`config.mk`:
```
export PLATFORM = sky130hd
export DESIGN_NAME = comparador_umbral_multicanal
export DESIGN_NICKNAME = d
export VERILOG_FILES = /design/src/rtl/comparador_umbral_multicanal.sv
export SDC_FILE = /design/constraint.sdc
export NUM_CORES = 1
export LEC_CHECK = 0
export CAP_MARGIN = 20
export CORE_UTILIZATION = 40
export DETAILED_ROUTE_END_ITERATION = 12
export GPL_TIMING_DRIVEN = 0
export PLACE_DENSITY = 0.6
export SLEW_MARGIN = 15
export SYNTH_ARGS = -nofsm -noshare
export SYNTH_HDL_FRONTEND = slang
export SYNTH_HIERARCHICAL = 1
export SYNTH_SLANG_ARGS = --single-unit
```
`constraint.sdc`:
```
create_clock -name clk -period 2.06 [get_ports clk]
set_clock_uncertainty 0.1 [all_clocks]
set_input_delay 0.515 -clock clk [delete_from_list [all_inputs] [get_ports clk]]
set_output_delay 0.515 -clock clk [all_outputs]
set_load 0.01 [all_outputs]
```
`src/rtl/comparador_umbral_multicanal.sv`:
```
// comparador_umbral_multicanal
//   Multi-channel threshold comparator for the millisecond counter datapath.
//   A free-running count value (valor) is compared every cycle against CANALES
//   programmable thresholds. Each channel raises a registered one-cycle pulse
//   on the rising edge of its match and keeps a sticky flag until cleared.
//
//   Optional feature macro: MODO_GE_EN
//     defined   : per-channel mode register, modo_dato selects EQ (0) / GE (1)
//     undefined : every channel is equality-only, modo_dato is ignored
//
// Ports
//   clk          in   clock, rising edge
//   rst_n        in   asynchronous active-low reset
//   valor        in   [ANCHO]    count value, sampled each clk
//   habilitar    in   global enable for pulses and flag setting
//   umbral_wr    in   threshold write strobe
//   umbral_sel   in   [SEL_W]    channel index for the write
//   umbral_dato  in   [ANCHO]    threshold value to write
//   modo_dato    in   mode for the written channel (MODO_GE_EN only)
//   limpiar      in   [CANALES]  per-channel sticky-flag clear, level
//   coincidencia out  [CANALES]  one-cycle match pulse per channel
//   bandera      out  [CANALES]  sticky match flag per channel
//   cualquiera   out  OR of bandera (registered alongside it)

// One compare channel: threshold register, edge detector, pulse and flag.
module comparador_canal #(
  parameter int ANCHO = 19
) (
  input  logic             clk,
  input  logic             rst_n,
  input  logic [ANCHO-1:0] valor_i,
  input  logic             habilitar_i,
  input  logic             wr_i,
  input  logic [ANCHO-1:0] dato_i,
`ifdef MODO_GE_EN
  input  logic             modo_i,
`endif
  input  logic             limpiar_i,
  output logic             coin_o,
  output logic             band_o,
  output logic             band_d_o
);
  logic [ANCHO-1:0] umbral_q;
  logic             prev_q, coin_q, band_q;
  logic             match, pulso_d, band_d;

`ifdef MODO_GE_EN
  logic modo_q;
  always_ff @(posedge clk or negedge rst_n) begin
    if (!rst_n)    modo_q <= 1'b0;
    else if (wr_i) modo_q <= modo_i;
  end
  assign match = modo_q ? (valor_i >= umbral_q) : (valor_i == umbral_q);
`else
  assign match = (valor_i == umbral_q);
`endif

  assign pulso_d  = habilitar_i & match & ~prev_q;
  // A new pulse wins over a clear arriving in the same cycle.
  assign band_d   = (band_q & ~limpiar_i) | pulso_d;
  assign band_d_o = band_d;

  always_ff @(posedge clk or negedge rst_n) begin
    if (!rst_n) begin
      umbral_q <= {ANCHO{1'b1}};
      prev_q   <= 1'b0;
      coin_q   <= 1'b0;
      band_q   <= 1'b0;
    end else begin
      // prev tracks match even while disabled, so re-enabling on a held
      // match does not fire. A threshold write re-arms the channel.
      prev_q <= wr_i ? 1'b0 : match;
      coin_q <= pulso_d;
      band_q <= band_d;
      if (wr_i) umbral_q <= dato_i;
    end
  end

  assign coin_o = coin_q;
  assign band_o = band_q;
endmodule

module comparador_umbral_multicanal #(
  parameter int ANCHO   = 19,
  parameter int CANALES = 4,
  parameter int SEL_W   = 2
) (
  input  logic               clk,
  input  logic               rst_n,
  input  logic [ANCHO-1:0]   valor,
  input  logic               habilitar,
  input  logic               umbral_wr,
  input  logic [SEL_W-1:0]   umbral_sel,
  input  logic [ANCHO-1:0]   umbral_dato,
  input  logic               modo_dato,
  input  logic [CANALES-1:0] limpiar,
  output logic [CANALES-1:0] coincidencia,
  output logic [CANALES-1:0] bandera,
  output logic               cualquiera
);
  logic [CANALES-1:0] band_d;
  logic               cualquiera_q;

`ifndef MODO_GE_EN
  // Pin kept for compatibility; nothing consumes it in the EQ-only build.
  logic unused_modo_dato;
  assign unused_modo_dato = modo_dato;
`endif

  for (genvar i = 0; i < CANALES; i++) begin : g_canal
    // Out-of-range umbral_sel matches no channel, so the write is dropped.
    logic wr_hit;
    assign wr_hit = umbral_wr & (umbral_sel == SEL_W'(i));

    comparador_canal #(.ANCHO(ANCHO)) u_canal (
      .clk         (clk),
      .rst_n       (rst_n),
      .valor_i     (valor),
      .habilitar_i (habilitar),
      .wr_i        (wr_hit),
      .dato_i      (umbral_dato),
`ifdef MODO_GE_EN
      .modo_i      (modo_dato),
`endif
      .limpiar_i   (limpiar[i]),
      .coin_o      (coincidencia[i]),
      .band_o      (bandera[i]),
      .band_d_o    (band_d[i])
    );
  end

  // Built from next-state flags so it lines up with bandera.
  always_ff @(posedge clk or negedge rst_n) begin
    if (!rst_n) cualquiera_q <= 1'b0;
    else        cualquiera_q <= |band_d;
  end

  assign cualquiera = cualquiera_q;
endmodule

```
==> out/metrics.csv, run 1 <==
metric;value;unit
outcome;complete, no violations;
rr_endpoint;cualquiera;
placeableCoreArea;10300;µm²
area_delta_synth_final;23.4;%
aggregate_negative_setup_slack;0;ps
fin_cells;509;
number_of_antenna_violations_at_the_first_check_in_global_routing;0;
max-vdd-ir-drop;0.492;mV
mappedNetlistNets;347;
power-per-cell-area;844;nW/µm²
slowest_stage;sky130_fd_sc_hd__clkdlybuf4s50_1;
syn_avg_cell_area;14.1;µm²
synth.cell_area;4200;µm²
crit_type;input port to register;
synth_top_area_share;0.475;
critPathCaptureType;register;
largest_net_degree_at_the_start_of_global_routing;61;
postSynthRegisterBits;89;
chipWidth;105;µm
overall_via_count_from_detail_route;2455;
num-nets-final;417;
ys.warnings.count;6;
timing.hold.worst.class;register to register;
setup.worst_path.start;valor[3];
p_total;0.00437;W
cp_cell_sequence;clkdlybuf4s50_1, xor2_1, nor3_1, nand3b_1, o22ai_1, or4_1;
detail_route.wl_per_cell;17.2;µm
overflow;0;
final_max_slew_viol_count;0;
clk_pin_slew_worst_paths;80;ps
r2r_slack;160;ps
reg2reg_depth;5;
die_y;105;µm
global_route.usage.total;0.177;
port_buffers;56;
critPathArrivalTime;2070;ps
cts_max_level;3;
crit_path_max_incr_delay;580;ps
die_area;10900;µm²
detailedRoute.firstIterationViolations;60;
first_global_vias;2622;
viasPerCell;4.82;
cts-root-to-sink-buffers;2;
layout-drive-gt1-share;0.504;
synth_seq_area_share;0.553;
holdPathEnd;g_canal[1].u_canal/coin_o;
transition_time_of_the_tightest_slew_check_pin;445;ps
achievable-frequency;512;MHz
dr.pass1.iters;4;
placement_rows;37;
clock_sink_count;89;
timing.critical_path.buf_inv;1;
final.min_clock_period;1950;ps
cp_max_fo;4;
power.static_leakage;2.08;nW
distinct_cells_synth;17;
post_synth_inst_count;298;
cts-root-buf;sky130_fd_sc_hd__clkbuf_8;
antenna-diode-count;0;
tritoncts;yes;
synth_area_leaders;sky130_fd_sc_hd__dfstp_2 48%, sky130_fd_sc_hd__mux2_2 20%, sky130_fd_sc_hd__xor2_1 16%;
max_cap_violations;0;
cts_made_buffers;9;
finalWirelength;8750;µm
place_congestion;0.737;
critical-path-top-delay-family;simple AND/OR/NAND/NOR gates;
min_path_cells;2;
clk_latency;340;ps
drt.antenna.violating_nets;0;
numPlacedInstances;491;
dp.final_hpwl;6190;µm
reg2reg_from;g_canal[1].u_canal/umbral_q[6];
setup_repair_after_global_routing_missed_its_margin;false;
critPathLaunchType;input port;
initial_core_util;0.409;
setup_viol_count_final;0;
grt_pass1_wl;14400;µm
synth_top_area_cell;sky130_fd_sc_hd__dfstp_2;
floorplan.io_pins;58;
n_fill_cell;915;
timing.max_slew.rel_slack;0.701;
required;2180;ps
hp-start;g_canal[1].u_canal/prev_q;
final.period_utilization;0.948;
post-route-drc-count;0;
finalHoldViolations;0;
## placed cells by master (no fill, tap or decap), drive strengths merged
cell type	n
buf	11
mux2	76
nor2	4
nor3	4
dfstp	76
clkbuf	12
nand4	4
or4	1
nor4	16
xor2	76
nand3b	4
clkdlybuf4s50	37
clkinv	4
dlygate4sd2	15
inv	4
and3	1
and3b	2
nor3b	5
o22ai	4
dlymetal6s2s	3
dfrtp	13
dlygate4sd3	1
## through the flow
stage               utilization  hold WS, ps  setup slack (ps)  cell area (µm²)
detailed placement        0.482          375              -622             4960
global route              0.505          449              13.1             5180
CTS                       0.504          398              3.66             5180
global placement          0.480          392             -2790             4930
finish                    0.505          399               108             5180
floorplan                     -          119               381             4200
## Yosys cell counts
library cell / number
sky130_fd_sc_hd__nand4_1: 4
sky130_fd_sc_hd__nor2_1: 4
sky130_fd_sc_hd__and3b_1: 2
sky130_fd_sc_hd__mux2_2: 76
sky130_fd_sc_hd__inv_1: 4
sky130_fd_sc_hd__nand3b_1: 4
sky130_fd_sc_hd__xor2_1: 76
sky130_fd_sc_hd__nor4_1: 16
sky130_fd_sc_hd__dfstp_2: 76
sky130_fd_sc_hd__buf_2: 8
sky130_fd_sc_hd__nor3b_2: 4
sky130_fd_sc_hd__o22ai_1: 4
sky130_fd_sc_hd__nor3b_1: 1
sky130_fd_sc_hd__or4_1: 1
sky130_fd_sc_hd__nor3_1: 4
sky130_fd_sc_hd__dfrtp_1: 13
sky130_fd_sc_hd__and3_1: 1
## worst reg2reg max path, cell delays in order (launching register included)
cell                      delay, ps
sky130_fd_sc_hd__dfstp_2        550
sky130_fd_sc_hd__xor2_1         200
sky130_fd_sc_hd__nor4_2         100
sky130_fd_sc_hd__nand4_1        180
sky130_fd_sc_hd__o22ai_1        130
sky130_fd_sc_hd__or4_1          520
## flip-flops by register name, indices dropped and copies added (netlist names)
signal                    flops
g_canal.u_canal/prev_q        4
cualquiera                    1
g_canal.u_canal/coin_o        4
g_canal.u_canal/band_o        4
g_canal.u_canal/umbral_q     76
## power breakdown
group	internal [W]	switching, W
Combinational	0.000480	0.000376
Sequential	0.00224	0.000187
Clock	0.000506	0.000585
## cell families after synthesis
| kind of cell | after synthesis | share of synthesized area |
|---|---|---|
| AOI/OAI and AO/OA | 4 | 0.00595 |
| muxes | 76 | 0.204 |
| xor gates and xnor gates | 76 | 0.158 |
| and+or+nand+nor | 41 | 0.0664 |
| DFF | 89 | 0.553 |
| buffers and inverters | 12 | 0.0131 |
## worst max-delay path by stage
| stage | depth (start not counted) | slack (ps) | end |
|---|---|---|---|
| 2_1_floorplan | 5 | 380 | cualquiera |
| 3_3_place_gp | 1 | -2790 | g_canal[2].u_canal/prev_q |
| 3_5_place_dp | 6 | -620 | cualquiera |
| 4_1_cts | 6 | 4 | cualquiera |
| 5_1_grt | 6 | 10 | cualquiera |
| 6_report | 6 | 110 | cualquiera |
## layout make-up
type | count | area (µm²) | area share
well taps | 136 | 170 | 0.0328
clock buffers | 12 | 155 | 0.0299
plain buffers | 8 | 40.0 | 0.00772
clock inverters | 4 | 27.5 | 0.00531
multi-input cells | 197 | 1860 | 0.359
repair buffers | 59 | 592 | 0.114
inverters | 4 | 15.0 | 0.00290
flip-flops and latches | 89 | 2320 | 0.448
## repair_timing
item | in CTS | in global routing
hold endpoints to repair | 11 | 0
gates resized for setup | 21 | 3
cloned | 0 | 0
endpoints found under the setup margin | 8 | 1
pin swaps | 1 | 0
hold buffers | 1 | 0
setup buffers | 1 | 0
## routing by layer
metal / vias to the layer above / global-route usage / routed length, µm
li1: 1178 / - / -
met4: 0 / 0.0612 / 61
met5: - / 0 / 0
met2: 50 / 0.283 / 4270
met1: 1223 / 0.242 / 4120
met3: 4 / 0.0294 / 303
Power figures use the tool's default switching activity.
==> inputs of run 2 (changes only) <==
--- a/config.mk
+++ b/config.mk
@@ -6,10 +6,10 @@
 export NUM_CORES = 1
 export LEC_CHECK = 0
 export CAP_MARGIN = 20
-export CORE_UTILIZATION = 40
+export CORE_UTILIZATION = 55
 export DETAILED_ROUTE_END_ITERATION = 12
 export GPL_TIMING_DRIVEN = 0
-export PLACE_DENSITY = 0.6
+export PLACE_DENSITY = 0.79
 export SLEW_MARGIN = 15
 export SYNTH_ARGS = -nofsm -noshare
 export SYNTH_HDL_FRONTEND = slang
==> run 2 against run 1 <==
  * Critical path depth stayed put
  * Cell area decreased by 0.65%
  * Clock power fell by 4%
  * Global-route usage up 6.1 points
  * Largest cell class unchanged
  * Combinational power is 1% higher
  * Highest routed layer unchanged
  * Routed wire length shrank 2.3%
  * Via count rose by 3.0%
==> out/metrics.csv, run 2 (synthesis results as in run 1) <==
metric;value;unit;change
critPathArrivalTime;2100;ps;was 2070 ps
detailedRoute.firstIterationViolations;104;;was 60
final.period_utilization;0.963;;was 0.948
cp_cell_sequence;clkdlybuf4s50_1, xor2_1, nor3_1, nand3b_1, o22ai_1, or4_1;;unchanged
setup_viol_count_final;0;;unchanged
setup_repair_after_global_routing_missed_its_margin;false;;unchanged
port_buffers;56;;unchanged
dp.final_hpwl;6020;µm;was 6190 µm
final_cell_mix;76 x sky130_fd_sc_hd__mux2_2, 76 x sky130_fd_sc_hd__dfstp_2, 75 x sky130_fd_sc_hd__xor2_1;;was 76 x sky130_fd_sc_hd__xor2_1, 76 x sky130_fd_sc_hd__mux2_2, 76 x sky130_fd_sc_hd__dfstp_2
num-nets-final;416;;was 417
cts_max_level;3;;unchanged
area_delta_synth_final;22.6;%;was 23.4%
max-vdd-ir-drop;0.589;mV;was 0.492 mV
achievable-frequency;504;MHz;was 512 MHz
overall_via_count_from_detail_route;2528;;was 2,455
overflow;0;;unchanged
cp_max_fo;4;;unchanged
crit_type;input port to register;;unchanged
cts-root-buf;sky130_fd_sc_hd__clkbuf_8;;unchanged
die_area;8000;µm²;was 10,900 µm²
p_total;0.00435;W;was 0.00437 W
required;2180;ps;about the same
layout-drive-gt1-share;0.508;;was 0.504
chipWidth;89.4;µm;was 105 µm
finalHoldViolations;0;;unchanged
transition_time_of_the_tightest_slew_check_pin;508;ps;was 445 ps
number_of_antenna_violations_at_the_first_check_in_global_routing;0;;unchanged
antenna-diode-count;0;;unchanged
largest_register_ff_count;76;;unchanged
cts_made_buffers;9;;unchanged
dr.pass1.iters;4;;unchanged
finalWirelength;8550;µm;was 8750 µm
clk_latency;340;ps;about the same
cts-root-to-sink-buffers;2;;unchanged
post-route-drc-count;0;;unchanged
timing.hold.worst.class;input port to async pin;;was register to register
detail_route.wl_per_cell;18.1;µm;was 17.2 µm
outcome;complete, no violations;;unchanged
floorplan.io_pins;58;;unchanged
placeableCoreArea;7330;µm²;was 10,300 µm²
initial_core_util;0.573;;was 0.409
global_route.usage.total;0.237;;was 0.177
tritoncts;yes;;unchanged
critical-path-top-delay-family;simple AND/OR/NAND/NOR gates;;unchanged
grt_pass1_wl;13400;µm;was 14,400 µm
timing.critical_path.buf_inv;1;;unchanged
hold-worst-slack;41.5;ps;was 399 ps
max_cap_violations;0;;unchanged
clk_pin_slew_worst_paths;80;ps;about the same
first_global_vias;2623;;was 2,622
max_flop_register;g_canal.u_canal/umbral_q;;unchanged
power-per-cell-area;845;nW/µm²;was 844 nW/µm²
largest_net_degree_at_the_start_of_global_routing;51;;was 61
timing.max_slew.rel_slack;0.661;;was 0.701
cts.hold.buffers_added;0;;was 1
drt.antenna.violating_nets;0;;unchanged
die_y;89.4;µm;was 105 µm
placement_rows;31;;was 37
slowest_stage;sky130_fd_sc_hd__clkdlybuf4s50_1;;unchanged
power.static_leakage;2.10;nW;was 2.08 nW
crit_path_max_incr_delay;590;ps;was 580 ps
critPathLaunchType;input port;;unchanged
critPathCaptureType;register;;unchanged
place_congestion;0.762;;was 0.737
viasPerCell;5.37;;was 4.82
final_max_slew_viol_count;0;;unchanged
final.min_clock_period;1980;ps;was 1950 ps
clock_sink_count;89;;unchanged
run 2: repair_timing:
item                                    4_1_cts  5_1_grt
buffers inserted                              1        0
hold endpoints to repair                      0        0
gates resized for setup                      13       11
endpoints found under the setup margin        4        4
pin swaps                                     1        1
run 2: through the flow:
step	std cells	utilization	setup TNS (ps)	area, µm²	worst slack (ps)
after floorplan	298	-	0	4200	381
after global placement	453	0.667	-167350	4890	-2660
after detailed placement	454	0.670	-9420	4910	-552
after CTS	471	0.697	0	5110	5.80
after global routing	471	0.703	0	5150	22.4
final	471	0.703	0	5150	75.8
run 2: path summary, 6_finish.rpt:
kind                                                startpoint  slack [ps]  cells after the start                             end
worst max register to register  g_canal[1].u_canal/umbral_q[6]         170                      5                      cualquiera
worst max-delay path                                 valor[14]          80                      6                      cualquiera
max in group asynchronous                                rst_n        1170                      2  g_canal[2].u_canal/umbral_q[9]
min in group clk                     g_canal[1].u_canal/prev_q         410                      2       g_canal[1].u_canal/coin_o
worst min register to register       g_canal[1].u_canal/prev_q         410                      2       g_canal[1].u_canal/coin_o
worst min-delay path                                     rst_n          40                      1       g_canal[0].u_canal/coin_o
run 2: where the power goes:
part           leakage, nW  total [W]  internal, W  switching [W]
Combinational         1.03   0.000867     0.000485       0.000383
Clock               0.0932    0.00105     0.000499       0.000546
Sequential           0.980    0.00244      0.00224       0.000196
Total                 2.10    0.00435      0.00323        0.00112
run 2: cell type report:
class | instances | area (µm²)
plain buffers | 8 | 40.0
clock buffers | 13 | 159
clock inverters | 3 | 15.0
fillers | 540 | 2180
inverters | 4 | 15.0
multi-input cells | 197 | 1880
flip-flops and latches | 89 | 2320
well taps | 99 | 124
repair buffers | 58 | 599
run 2: metal layers:
layer / routed length [µm] / GRT usage / vias to the layer above
met2: 4270 / 0.400 / 66
met1: 3820 / 0.305 / 1274
met3: 377 / 0.0480 / 8
met4: 85 / 0.0866 / 0
li1: - / - / 1180
met5: 0 / 0 / -
==> inputs of run 3 (changes only) <==
==> constraint.sdc (replaced) <==
create_clock -name clk -period 1.99 [get_ports clk]
set_clock_uncertainty 0.1 [all_clocks]
set_input_delay 0.4975 -clock clk [delete_from_list [all_inputs] [get_ports clk]]
set_output_delay 0.4975 -clock clk [all_outputs]
set_load 0.01 [all_outputs]
==> run 3 against run 2 <==
  * Die area did not move
  * Routed wire length fell by 0.14%
  * Cell area fell by 0.90%
  * Utilization fell by 0.63 points
  * Register-to-register slack got worse by 70 ps
  * Critical path depth did not move
  * Total power rose by 3.0%
  * Via count fell by 0.71%
  * Critical path type unchanged
  * Largest power group unchanged
  * Highest routed layer unchanged
==> out/metrics.csv, run 3 (synthesis results as in run 1) <==
metric;value;unit;change
outcome;complete, no violations;;unchanged
top_layer_used;met4;;unchanged
final_cell_mix;76 x sky130_fd_sc_hd__mux2_2, 76 x sky130_fd_sc_hd__dfstp_2, 75 x sky130_fd_sc_hd__xor2_1;;unchanged
power.static_leakage;2.07;nW;was 2.10 nW
cts.hold.buffers_added;0;;unchanged
first_global_vias;2615;;was 2,623
cts-root-buf;sky130_fd_sc_hd__clkbuf_8;;unchanged
crit_type;input port to register;;unchanged
detail_route.wl_per_cell;18.1;µm;about the same
layout-drive-gt1-share;0.497;;was 0.508
post-route-util;0.696;;was 0.703
final_max_slew_viol_count;0;;unchanged
seq_area;2320;µm²;unchanged
setup_repair_after_global_routing_missed_its_margin;false;;unchanged
critPathArrivalTime;2090;ps;was 2100 ps
combined_area_of_the_multi_input_logic_cells;1850;µm²;was 1880 µm²
dpl-instance-area;4910;µm²;unchanged
viasPerCell;5.33;;was 5.37
timing.hold.worst.class;input port to async pin;;unchanged
overflow;0;;unchanged
required;2110;ps;was 2180 ps
wl_met3;395;µm;was 377 µm
dp.final_hpwl;6020;µm;unchanged
chipWidth;89.4;µm;unchanged
final.min_clock_period;1970;ps;
achievable-frequency;508;MHz;
setup_viol_count_final;0;;unchanged
floorplan.io_pins;58;;unchanged
antenna-diode-count;0;;unchanged
numPlacedInstances;454;;unchanged
drt.antenna.violating_nets;0;;unchanged
clk_pin_slew_worst_paths;80;ps;about the same
clock_sink_count;89;;unchanged
finalHoldViolations;0;;unchanged
cp_max_fo;4;;unchanged
global_route.usage.total;0.237;;about the same
critPathCaptureType;register;;unchanged
detail_route.wirelength.met1;3810;µm;was 3820 µm
dr_wl_met2;4240;µm;was 4270 µm
hold-worst-slack;21.4;ps;was 41.5 ps
cts-root-to-sink-buffers;2;;unchanged
final.period_utilization;0.989;;
post-route-drc-count;0;;unchanged
number_of_antenna_violations_at_the_first_check_in_global_routing;0;;unchanged
fin_cells;471;;unchanged
tritoncts;yes;;unchanged
place_congestion;0.762;;unchanged
dr.pass1.iters;4;;unchanged
power-per-cell-area;878;nW/µm²;was 845 nW/µm²
num-nets-final;416;;unchanged
placeableCoreArea;7330;µm²;unchanged
finalWirelength;8540;µm;was 8550 µm
clk_latency;340;ps;about the same
max-vdd-ir-drop;0.609;mV;was 0.589 mV
grt_pass1_wl;13400;µm;about the same
placement_rows;31;;unchanged
cts_max_level;3;;unchanged
max_flop_register;g_canal.u_canal/umbral_q;;unchanged
die_y;89.4;µm;unchanged
n_fill_cell;547;;was 540
detailedRoute.firstIterationViolations;109;;was 104
port_buffers;56;;unchanged
cts_made_buffers;9;;unchanged
timing.max_slew.rel_slack;0.659;;was 0.661
transition_time_of_the_tightest_slew_check_pin;512;ps;was 508 ps
p_total;0.00448;W;was 0.00435 W
largest_register_ff_count;76;;unchanged
largest_net_degree_at_the_start_of_global_routing;51;;unchanged
max_cap_violations;0;;unchanged
initial_core_util;0.573;;unchanged
overall_via_count_from_detail_route;2510;;was 2,528
area_delta_synth_final;21.5;%;was 22.6%
critPathLaunchType;input port;;unchanged
finished_layout_cell_area;5100;µm²;was 5150 µm²
die_area;8000;µm²;unchanged
[run 3: where the power goes]
| group | leakage (nW) | internal [W] | switching (W) |
|---|---|---|---|
| clock network | 0.0932 | 0.000517 | 0.000566 |
| logic | 0.992 | 0.000493 | 0.000382 |
| registers | 0.980 | 0.00232 | 0.000202 |
| total | 2.07 | 0.00333 | 0.00115 |
[run 3: path summary, 6_finish.rpt]
| path | slack (ps) | start | cells after the start | to |
|---|---|---|---|---|
| hold reg to reg | 410 | g_canal[1].u_canal/prev_q | 2 | g_canal[1].u_canal/coin_o |
| min in group clk | 410 | g_canal[1].u_canal/prev_q | 2 | g_canal[1].u_canal/coin_o |
| setup / recovery | 20 | valor[14] | 6 | cualquiera |
| setup reg to reg | 100 | g_canal[1].u_canal/umbral_q[6] | 5 | cualquiera |
| max in group asynchronous | 1110 | rst_n | 2 | g_canal[2].u_canal/umbral_q[4] |
| hold / removal | 20 | rst_n | 1 | g_canal[0].u_canal/coin_o |
[run 3: worst max-delay path: stages]
cell	delay [ps]
sky130_fd_sc_hd__clkdlybuf4s50_1	590
sky130_fd_sc_hd__xor2_1	190
sky130_fd_sc_hd__nor3_1	80
sky130_fd_sc_hd__nand3b_1	110
sky130_fd_sc_hd__o22ai_1	90
sky130_fd_sc_hd__or4_1	520
[run 3: final cells by class]
type,count,share of cell area
clock inverter,3,0.00294
clock buffer,13,0.0311
inverter,4,0.00294
timing repair buffer,58,0.113
tap,99,0.0243
buffer,8,0.00784
multi-input combinational,197,0.363
sequential,89,0.455
[run 3: metrics by stage]
step,worst slack (ps),TNS (ps)
detailed placement,-604,-14090
CTS,41.7,0
floorplan,315,0
global route,5.27,0
global placement,-2710,-176700
finish,21.8,0
[run 3: metal layers]
| layer | track usage | vias to the layer above |
|---|---|---|
| met5 | 0 | - |
| met4 | 0.0866 | 0 |
| met3 | 0.0480 | 8 |
| met2 | 0.399 | 60 |
| met1 | 0.304 | 1266 |
| li1 | - | 1176 |
[run 3: what timing repair did]
action | in CTS | in global routing
resized for setup | 20 | 2
endpoints found under the setup margin | 8 | 1
pin swaps | 2 | 0
setup buffers | 1 | 0
